[src/rtl/snd_ctrl_pkg.sv]
// Shared types and constants for the SPI slave transmit-side size/byte controller.
package snd_ctrl_pkg;

  localparam int unsigned SIZE_W_DEF  = 16;
  localparam int unsigned WORD_BYTES  = 4;
  localparam int unsigned BYTE_IDX_W  = 2;

  // Index of the final byte within a fetched word.
  localparam logic [BYTE_IDX_W-1:0] LAST_BYTE_IDX = BYTE_IDX_W'(WORD_BYTES - 1);

  typedef enum logic [1:0] {
    SND_IDLE  = 2'd0,
    SND_FETCH = 2'd1,
    SND_SHIFT = 2'd2
  } snd_state_e;

endpackage

[src/rtl/snd_ctrl_if.sv]
// Word-fetch (TX buffer) and byte-stream (shift engine) handshakes of the send controller.
interface snd_ctrl_if;

  logic        wd_req;
  logic        wd_ack;
  logic [31:0] wd_data;
  logic [7:0]  tx_byte;
  logic        tx_vld;
  logic        tx_rdy;

  // Controller side
  modport master (
    output wd_req,
    input  wd_ack,
    input  wd_data,
    output tx_byte,
    output tx_vld,
    input  tx_rdy
  );

  // TX buffer / shift engine side
  modport slave (
    input  wd_req,
    output wd_ack,
    output wd_data,
    input  tx_byte,
    input  tx_vld,
    output tx_rdy
  );

endinterface

[src/rtl/snd_ctrl_word_buf.sv]
// Holds the fetched 32-bit word and selects the current byte by index.
module snd_word_buf
  import snd_ctrl_pkg::*;
#(
  parameter int LSB_FIRST = 1
) (
  input  logic                  clk,
  input  logic                  rst_n,
  input  logic                  load_i,
  input  logic [31:0]           wd_data_i,
  input  logic                  idx_clr_i,
  input  logic                  idx_inc_i,
  output logic [BYTE_IDX_W-1:0] idx_o,
  output logic [7:0]            byte_o
);

  logic [31:0]           word_q;
  logic [BYTE_IDX_W-1:0] idx_q;
  logic [BYTE_IDX_W-1:0] sel;

  // Word register: captured on a granted fetch
  always_ff @(posedge clk or negedge rst_n) begin
    if (!rst_n) begin
      word_q <= '0;
    end else if (load_i) begin
      word_q <= wd_data_i;
    end
  end

  // Byte index: clear wins over advance
  always_ff @(posedge clk or negedge rst_n) begin
    if (!rst_n) begin
      idx_q <= '0;
    end else if (idx_clr_i) begin
      idx_q <= '0;
    end else if (idx_inc_i) begin
      idx_q <= idx_q + BYTE_IDX_W'(1);
    end
  end

  // Byte mux; MSB-first order just walks the lanes in reverse
  always_comb begin
    sel = (LSB_FIRST != 0) ? idx_q : ~idx_q;
    case (sel)
      2'd0:    byte_o = word_q[7:0];
      2'd1:    byte_o = word_q[15:8];
      2'd2:    byte_o = word_q[23:16];
      default: byte_o = word_q[31:24];
    endcase
  end

  assign idx_o = idx_q;

endmodule

[src/rtl/snd_ctrl.sv]
// Transmit-side size/byte controller: loads a byte count, fetches words and streams bytes.
module snd_ctrl
  import snd_ctrl_pkg::*;
#(
  parameter int SIZE_W    = SIZE_W_DEF,
  parameter int LSB_FIRST = 1
) (
  input  logic              clk,
  input  logic              rst_n,
  input  logic [SIZE_W-1:0] rd_size,
  input  logic [SIZE_W-1:0] cmd_extend,
  input  logic              snd_rd_d,
  input  logic              snd_bc_d,
  input  logic              snd_clr,
  snd_ctrl_if.master        bus,
  output logic [SIZE_W-1:0] snd_size,
  output logic              snd_last,
  output logic              snd_done,
  output logic              snd_busy
);

  snd_state_e            state_q, state_d;
  logic [SIZE_W-1:0]     size_q, size_d;
  logic                  word_load;
  logic                  idx_clr;
  logic                  idx_inc;
  logic [BYTE_IDX_W-1:0] byte_idx;
  logic [7:0]            cur_byte;
  logic                  wd_req_o;
  logic                  tx_vld_o;
  logic                  busy_o;

  snd_word_buf #(
    .LSB_FIRST (LSB_FIRST)
  ) u_word_buf (
    .clk       (clk),
    .rst_n     (rst_n),
    .load_i    (word_load),
    .wd_data_i (bus.wd_data),
    .idx_clr_i (idx_clr),
    .idx_inc_i (idx_inc),
    .idx_o     (byte_idx),
    .byte_o    (cur_byte)
  );

  // State and remaining-size registers
  always_ff @(posedge clk or negedge rst_n) begin
    if (!rst_n) begin
      state_q <= SND_IDLE;
      size_q  <= '0;
    end else begin
      state_q <= state_d;
      size_q  <= size_d;
    end
  end

  // Next state and size: clear > read load > broadcast load > transfer
  always_comb begin
    state_d   = state_q;
    size_d    = size_q;
    word_load = 1'b0;
    idx_clr   = 1'b0;
    idx_inc   = 1'b0;
    if (snd_clr) begin
      state_d = SND_IDLE;
      size_d  = '0;
      idx_clr = 1'b1;
    end else if (snd_rd_d) begin
      size_d  = rd_size;
      idx_clr = 1'b1;
      state_d = (rd_size != '0) ? SND_FETCH : SND_IDLE;
    end else if (snd_bc_d) begin
      size_d  = cmd_extend;
      idx_clr = 1'b1;
      state_d = (cmd_extend != '0) ? SND_FETCH : SND_IDLE;
    end else begin
      case (state_q)
        SND_FETCH: begin
          if (bus.wd_ack) begin
            word_load = 1'b1;
            idx_clr   = 1'b1;
            state_d   = SND_SHIFT;
          end
        end
        SND_SHIFT: begin
          // SHIFT is only ever entered with size >= 1, so this cannot underflow
          if (bus.tx_rdy) begin
            size_d  = size_q - SIZE_W'(1);
            idx_inc = 1'b1;
            if (size_q == SIZE_W'(1)) begin
              state_d = SND_IDLE;
            end else if (byte_idx == LAST_BYTE_IDX) begin
              state_d = SND_FETCH;
            end
          end
        end
        default: state_d = SND_IDLE;
      endcase
    end
  end

  // Outputs decoded from the registered state
  always_comb begin
    wd_req_o = (state_q == SND_FETCH);
    tx_vld_o = (state_q == SND_SHIFT);
    busy_o   = (state_q != SND_IDLE);
  end

  assign bus.wd_req  = wd_req_o;
  assign bus.tx_vld  = tx_vld_o;
  assign bus.tx_byte = cur_byte;
  assign snd_size    = size_q;
  assign snd_done    = (size_q == '0);
  assign snd_last    = tx_vld_o && (size_q == SIZE_W'(1));
  assign snd_busy    = busy_o;

endmodule

[src/flat_wrapper.sv]
// flat-port wrapper written by rule: the top's interface ports become plain ports
module snd_ctrl_flat import snd_ctrl_pkg::*;
#(
  parameter int SIZE_W    = SIZE_W_DEF,
  parameter int LSB_FIRST = 1
)
  (clk, rst_n, rd_size, cmd_extend, snd_rd_d, snd_bc_d, snd_clr, snd_size, snd_last, snd_done, snd_busy, bus_wd_req, bus_wd_ack, bus_wd_data, bus_tx_byte, bus_tx_vld, bus_tx_rdy);
  snd_ctrl_if bus_i ();
  input  logic clk;
  input  logic rst_n;
  input  logic [SIZE_W-1:0] rd_size;
  input  logic [SIZE_W-1:0] cmd_extend;
  input  logic snd_rd_d;
  input  logic snd_bc_d;
  input  logic snd_clr;
  output logic [SIZE_W-1:0] snd_size;
  output logic snd_last;
  output logic snd_done;
  output logic snd_busy;
  output wire logic [$bits(bus_i.wd_req)-1:0] bus_wd_req;
  input wire logic [$bits(bus_i.wd_ack)-1:0] bus_wd_ack;
  input wire logic [$bits(bus_i.wd_data)-1:0] bus_wd_data;
  output wire logic [$bits(bus_i.tx_byte)-1:0] bus_tx_byte;
  output wire logic [$bits(bus_i.tx_vld)-1:0] bus_tx_vld;
  input wire logic [$bits(bus_i.tx_rdy)-1:0] bus_tx_rdy;
  assign bus_wd_req = bus_i.wd_req;
  assign bus_i.wd_ack = bus_wd_ack;
  assign bus_i.wd_data = bus_wd_data;
  assign bus_tx_byte = bus_i.tx_byte;
  assign bus_tx_vld = bus_i.tx_vld;
  assign bus_i.tx_rdy = bus_tx_rdy;
  snd_ctrl #(.SIZE_W(SIZE_W), .LSB_FIRST(LSB_FIRST)) u_core (.clk(clk), .rst_n(rst_n), .rd_size(rd_size), .cmd_extend(cmd_extend), .snd_rd_d(snd_rd_d), .snd_bc_d(snd_bc_d), .snd_clr(snd_clr), .bus(bus_i), .snd_size(snd_size), .snd_last(snd_last), .snd_done(snd_done), .snd_busy(snd_busy));
endmodule
[config.mk]
export PLATFORM = sky130hd
export DESIGN_NAME = snd_ctrl_flat
export DESIGN_NICKNAME = d
export VERILOG_FILES = /design/src/rtl/snd_ctrl_pkg.sv /design/src/rtl/snd_ctrl_if.sv /design/src/rtl/snd_ctrl_word_buf.sv /design/src/rtl/snd_ctrl.sv /design/src/flat_wrapper.sv
export SDC_FILE = /design/constraint.sdc
export NUM_CORES = 1
export LEC_CHECK = 0
export ABC_AREA = 1
export BUFFER_PORTS_ARGS = -buffer_cell sky130_fd_sc_hd__buf_2
export CAP_MARGIN = 0
export CELL_PAD_IN_SITES_DETAIL_PLACEMENT = 0
export CELL_PAD_IN_SITES_GLOBAL_PLACEMENT = 1
export CORE_MARGIN = 3
export CORE_UTILIZATION = 39
export DETAILED_ROUTE_END_ITERATION = 12
export PLACE_DENSITY_LB_ADDON = 0.05
export SLEW_MARGIN = 20
export SYNTH_ARGS = -nofsm -noshare
export SYNTH_HDL_FRONTEND = slang
export SYNTH_HIERARCHICAL = 1
export SYNTH_SLANG_ARGS = --single-unit
[constraint.sdc]
create_clock -name clk -period 4.5 [get_ports clk]
set_clock_uncertainty 0.2 [all_clocks]
set_input_delay 0.9 -clock clk [delete_from_list [all_inputs] [get_ports clk]]
set_output_delay 0.9 -clock clk [all_outputs]
set_load 0.1 [all_outputs]
# --- Yosys cells after proc, flatten, opt, wreduce, memory -nomap -nowiden ---
# Index checks and enable logic that the tools add are counted.
totals:
  ff_bits: 52
  in_bits: 71
  out_inout_bits: 29
  word_cells: 57
op_classes:
  add_sub_neg: 2
  eq_ne: 9
  muxes: 31
  n_reduce_logical: 11
ops:
  columns: ["op", "n"]
  rows:
  - ["16-bit 2-to-1 mux", 5]
  - ["16-bit nonzero test", 2]
  - ["8-bit case mux with 3 select lines", 1]
  - ["2-bit 2-to-1 mux", 9]
  - ["16-bit by 1-bit == test with 1-bit output, second input constant", 1]
  - ["16-bit logical NOT", 1]
  - ["16-bit by 1-bit subtractor with 16-bit output, second input constant", 1]
  - ["1-bit 2-to-1 mux", 15]
  - ["4-bit nonzero test", 2]
  - ["2-bit == test, second input constant", 3]
  - ["6-bit inequality test, second input constant", 1]
  - ["5-bit by 4-bit inequality test with 1-bit output, second input constant", 1]
  - ["5-bit inequality test, second input constant", 1]
  - ["2-bit by 1-bit == test with 1-bit output, second input constant", 2]
  - ["2-bit case mux with 2 select lines", 1]
  - ["2-bit nonzero test", 2]
  - ["3-bit AND reduction", 1]
  - ["2-bit by 1-bit adder with 2-bit output, second input constant", 1]
  - ["2-bit logical NOT", 1]
  - ["2-bit AND reduction", 1]
  - ["1-bit logical AND", 1]

# --- Depth between registers and ports, before layout ---
depth:
  word_depth: 8
  depth_mapped: 11
  depth_no_buf: 10

# --- By module ---
# Netlist, hierarchy kept.
modules_own_cells:
  columns: ["module", "n_inst", "cells_each", "area_per_inst_um2", "seq_area_each_um2"]
  rows:
  - ["snd_word_buf", 1, 218, 1798.0, 850.8]
  - ["snd_ctrl", 1, 295, 1692.9, 450.4]

# --- Worst setup path after synthesis ---
# No wires, ideal clock.
synth_timing:
  kind: "register -> output"
  start: "register u_core.size_q[1] (netlist: u_core/snd_size[1])"
  end: "output snd_done"
  arrival_time_ps: 2772
  t_required_ps: 3400
  path_slack_ps: 628
  stages_incl_launch_ff: 7
  n_path_buf: 0
  path_cell_list: "dfrtp_1 > inv_1 > ha_1 > nand2_2 > nor2_4 > nand2_1 > nor2_1"
synth_between:
  elab_chain_len: 1
synth_rtl:
  columns: ["item", "line_no", "source"]
  rows:
  - ["start, declared", "snd_ctrl.sv:23", "logic [SIZE_W-1:0] size_q, size_d;"]
  - ["start signal, assigned", "snd_ctrl.sv:53", "size_q <= size_d;"]
  - ["16-bit logical NOT", "snd_ctrl.sv:113", "assign snd_done = (size_q == '0);"]
  - ["end, declared", "flat_wrapper.sv:18", "output logic snd_done;"]
# Every way passes these cells.

# --- Final worst setup path ---
layout_timing:
  start: "register u_core.u_word_buf.idx_q[0] (netlist: u_core/u_word_buf/idx_o[0])"
  end: "output bus_tx_byte[2]"
layout_between:
  elab_chain_len: 2
  word_cells_on_any_way: 4
  classes_between: "eq/ne (2); mux (1); reduce/logical (1)"
layout_rtl:
  columns: ["item", "line_no", "source"]
  rows:
  - ["start, declared", "snd_ctrl_word_buf.sv:18", "logic [BYTE_IDX_W-1:0] idx_q;"]
  - ["start signal, assigned", "snd_ctrl_word_buf.sv:37", "idx_q <= idx_q + BYTE_IDX_W'(1);"]
  - ["2-bit == test, or another cell as far along", "snd_ctrl_word_buf.sv:44", "case (sel)"]
  - ["8-bit case mux with 3 select lines (*)", "snd_ctrl_word_buf.sv:44", null]
  - ["end, declared", "flat_wrapper.sv:23", "output wire logic [$bits(bus_i.tx_byte)-1:0] bus_tx_byte;"]
# Every way passes the cells marked *; elsewhere a longest branch is shown, timed or not.

==> results by group <==
Outcome
  • Status: completed

Pwr
  • Int Pwr: 0.0008259 W
  • Clock Power Share: 18.3%
  • Sw power: 0.0006996 W
  • Net Sw Frac: 45.86%
  • Maximum vdd drop: 0.1504 mV
  • Sequential Power Share: 41.1%
  • Power share of the combinational group: 40.6%
  • Power density cells: 374.2 nW/µm²
  • Cell leakage power: 2.202 nW

Worst setup path
  • Setup crit start kind: register
  • Arrival time at the worst endpoint: 1970 ps
  • Crit-path slowest cell: dfrtp_1
  • Top Family by Delay on Critical Path: buffers and inverters
  • CP endpoint kind: output pin
  • CP Class: register to output pin
  • Worst EP required: 3400 ps
  • Buf/Inv on CP: 2
  • CP Cell Sequence: inv_1, ha_1, nand2_1, nand2_1, nor2_1, nor2_1, buf_2
  • R2r setup slk: 2420 ps
  • Max FO, Critical Path: 8
  • Worst path max stage delay: 430 ps

Clocking
  • CTS tree: done
  • # H-tree levels: 2
  • CTS Sinks: 52
  • Post-CTS Hold Fix Bufs: 0
  • Total CTS buffers: 5
  • Root Buffer: clkbuf_8
  • Clock Pin Slew Worst Setup and Hold Paths: 110 ps
  • Clk buf depth: 2
  • Clk Latency, worst-skew pair: 310 ps
  • Post-CTS setup repair buffer count: 0
  • Cts repair resizes: 0

Synth
  • Mapped Nets: 590
  • Mapped Cells: 513
  • Synthesized cell area: 3491 µm²
  • Sequential share of the synthesized area: 37.28%
  • Yosys reg bits: 52
  • Yosys warning total: 6
  • Distinct cells, synth: 27
  • Syn avg cell area: 6.805 µm²

Drt
  • DR pass1 iterations: 5
  • Vias per cell: 4.725
  • Post-DRT Antenna Nets: 0
  • Via count: 3,350
  • Drt drc: 0
  • Routed WL: 9.204 mm
  • Initial DRC Count: 135
  • DR WL/cell: 12.98 µm

Die
  • Placeable Area: 8464 µm²
  • Cell Rows: 33
  • Area of the die: 10,120 µm²
  • I/O pins: 100
  • Chip width: 100.6 µm
  • Initial core utilization: 41.24%
  • Die Span Y: 100.6 µm

Flow run
  • Max Cap Viol: 0

STA
  • Slew Limit Fails: 0
  • Fmax: 325.4 MHz
  • WHS: 316.4 ps
  • Worst-Margin Slew: 770.5 ps
  • RSZ-0062 raised after global routing: no
  • TNS Setup: 0 ps
  • Slew margin rel.: 48.63%
  • Hold Vio Cnt, Final: 0
  • Final Cycle Share: 68.29%
  • Setup violations, final: 0
  • Clock period minus worst slack: 3073 ps

Finish
  • Nets: 680
  • Fin area: 4076 µm²
  • Fill cells: 905
  • Layout overhead on the synthesized area: 16.77%
  • Finished Core Util: 48.16%
  • Antenna cell count: 0
  • Ratio of cells with drive above 1 in the final layout: 25.50%

Global route
  • Initial antenna violation count: 0
  • Largest net degree at the start of global routing: 66
  • GRT overflow: 0
  • Total GRT Usage: 18.36%
  • First-pass GRT wire length: 15.08 mm
  • Number of global-route vias before repair: 3,149

Placement
  • Port Buffers: 99
  • Placed Area: 3988 µm²
  • Detailed-placement wirelength estimate: 6.955 mm
  • Gpl congestion: 0.7905

Worst hold path
  • Min-delay worst type: register to register
layer usage:
metal,up-vias,track usage (%),wire length (µm)
met4,0,4.145,102
met5,-,0,0
met3,8,2.907,506
met2,98,31.54,4447
li1,1763,-,-
met1,1481,24.22,4148
cells in the mapped netlist:
library cell / n / area share, %
o21ai_1: 2 / 0.29
nand3_1: 23 / 3.3
a21oi_1: 15 / 2.2
inv_6: 1 / 0.25
nor3_1: 2 / 0.29
clkinv_1: 1 / 0.11
nand2_4: 3 / 0.97
nor2_2: 2 / 0.36
nand3b_1: 1 / 0.22
o21ai_0: 18 / 2.6
o21ai_2: 27 / 6.8
nor2_4: 4 / 1.3
buf_6: 9 / 2.9
o22ai_1: 3 / 0.54
o32ai_2: 1 / 0.47
or2_1: 2 / 0.36
inv_1: 61 / 6.6
buf_8: 1 / 0.43
nand2_2: 4 / 0.72
nor2_1: 96 / 10
inv_2: 3 / 0.32
xor2_1: 2 / 0.50
nand2_1: 166 / 18
buf_2: 5 / 0.72
ha_1: 6 / 2.2
dfrtp_1: 52 / 37
clkbuf_1: 3 / 0.32
layout by cell type (no fill, tap or decap), drive strengths merged:
master	n
o21ai	47
nand3b	1
a21oi	15
or2	2
inv	65
clkinvlp	1
dfrtp	52
nor2	102
nand3	23
o22ai	3
clkinv	2
ha	6
o32ai	1
clkbuf	6
nand2	173
nor3	2
buf	101
xor2	2
final timing paths:
kind,from,endpoint,cells past startpoint
max,u_core/u_word_buf/idx_o[0]$_DFFE_PN0P_,bus_tx_byte[2],7
max reg2reg,u_core/state_q[0]$_DFFE_PN0P_,u_core/u_word_buf/word_q[20]$_DFFE_PN0P_,6
min in group asynchronous,rst_n,u_core/u_word_buf/word_q[12]$_DFFE_PN0P_,1
min,u_core/u_word_buf/word_q[22]$_DFFE_PN0P_,u_core/u_word_buf/word_q[22]$_DFFE_PN0P_,2
min reg2reg,u_core/u_word_buf/word_q[22]$_DFFE_PN0P_,u_core/u_word_buf/word_q[22]$_DFFE_PN0P_,2
max in group asynchronous,rst_n,u_core/snd_size[15]$_DFFE_PN0P_,2
power by group through the flow:
| stage | logic, W | clock network (W) | registers [W] |
|---|---|---|---|
| detailed placement | 0.000622 | 0 | 0.000637 |
| CTS | 0.000625 | 0.000291 | 0.000628 |
| global placement | 0.000616 | 0 | 0.000635 |
| global route | 0.000674 | 0.000310 | 0.000641 |
| floorplan | 0.000405 | 0 | 0.000715 |
| finish | 0.000620 | 0.000279 | 0.000626 |
registers in the layout (all words and copies together), names as in the netlist:
signal,cells
u_core/state_q,2
u_core/u_word_buf/idx_o,2
u_core/u_word_buf/word_q,32
u_core/snd_size,16
cell type report:
class	count	area (µm²)	area share, %
multi-input combinational	377	1792	43.95
sequential	52	1301	31.92
timing repair buffer	101	510.5	12.52
inverter	66	252.7	6.200
tap	105	131.4	3.223
clock buffer	6	72.57	1.780
clock inverter	2	16.27	0.3990
cells by family (layout without fill, tap and decap cells):
kind of cell | after synthesis | in the layout | synth area share [%]
simple gates | 303 | 303 | 35.66
buf+inv | 84 | 175 | 11.61
xor+xnor | 2 | 2 | 0.5019
compound gates | 66 | 66 | 12.80
flops | 52 | 52 | 37.28
fa+ha+maj | 6 | 6 | 2.150
per-stage QoR:
step	total power, W	setup WS (ps)	std cells
2_1_floorplan	0.001120	628.4	513
3_3_place_gp	0.001251	1394	701
3_5_place_dp	0.001259	1284	701
4_1_cts	0.001543	1362	709
5_1_grt	0.001625	1245	709
6_report	0.001525	1427	709
tightest hold or removal path: cells and delay by family, from the launching register on:
kind	cells	cell delay, ps
buf+inv	1	50
flops	1	390
compound gates	1	50
Power figures use the tool's default switching activity.
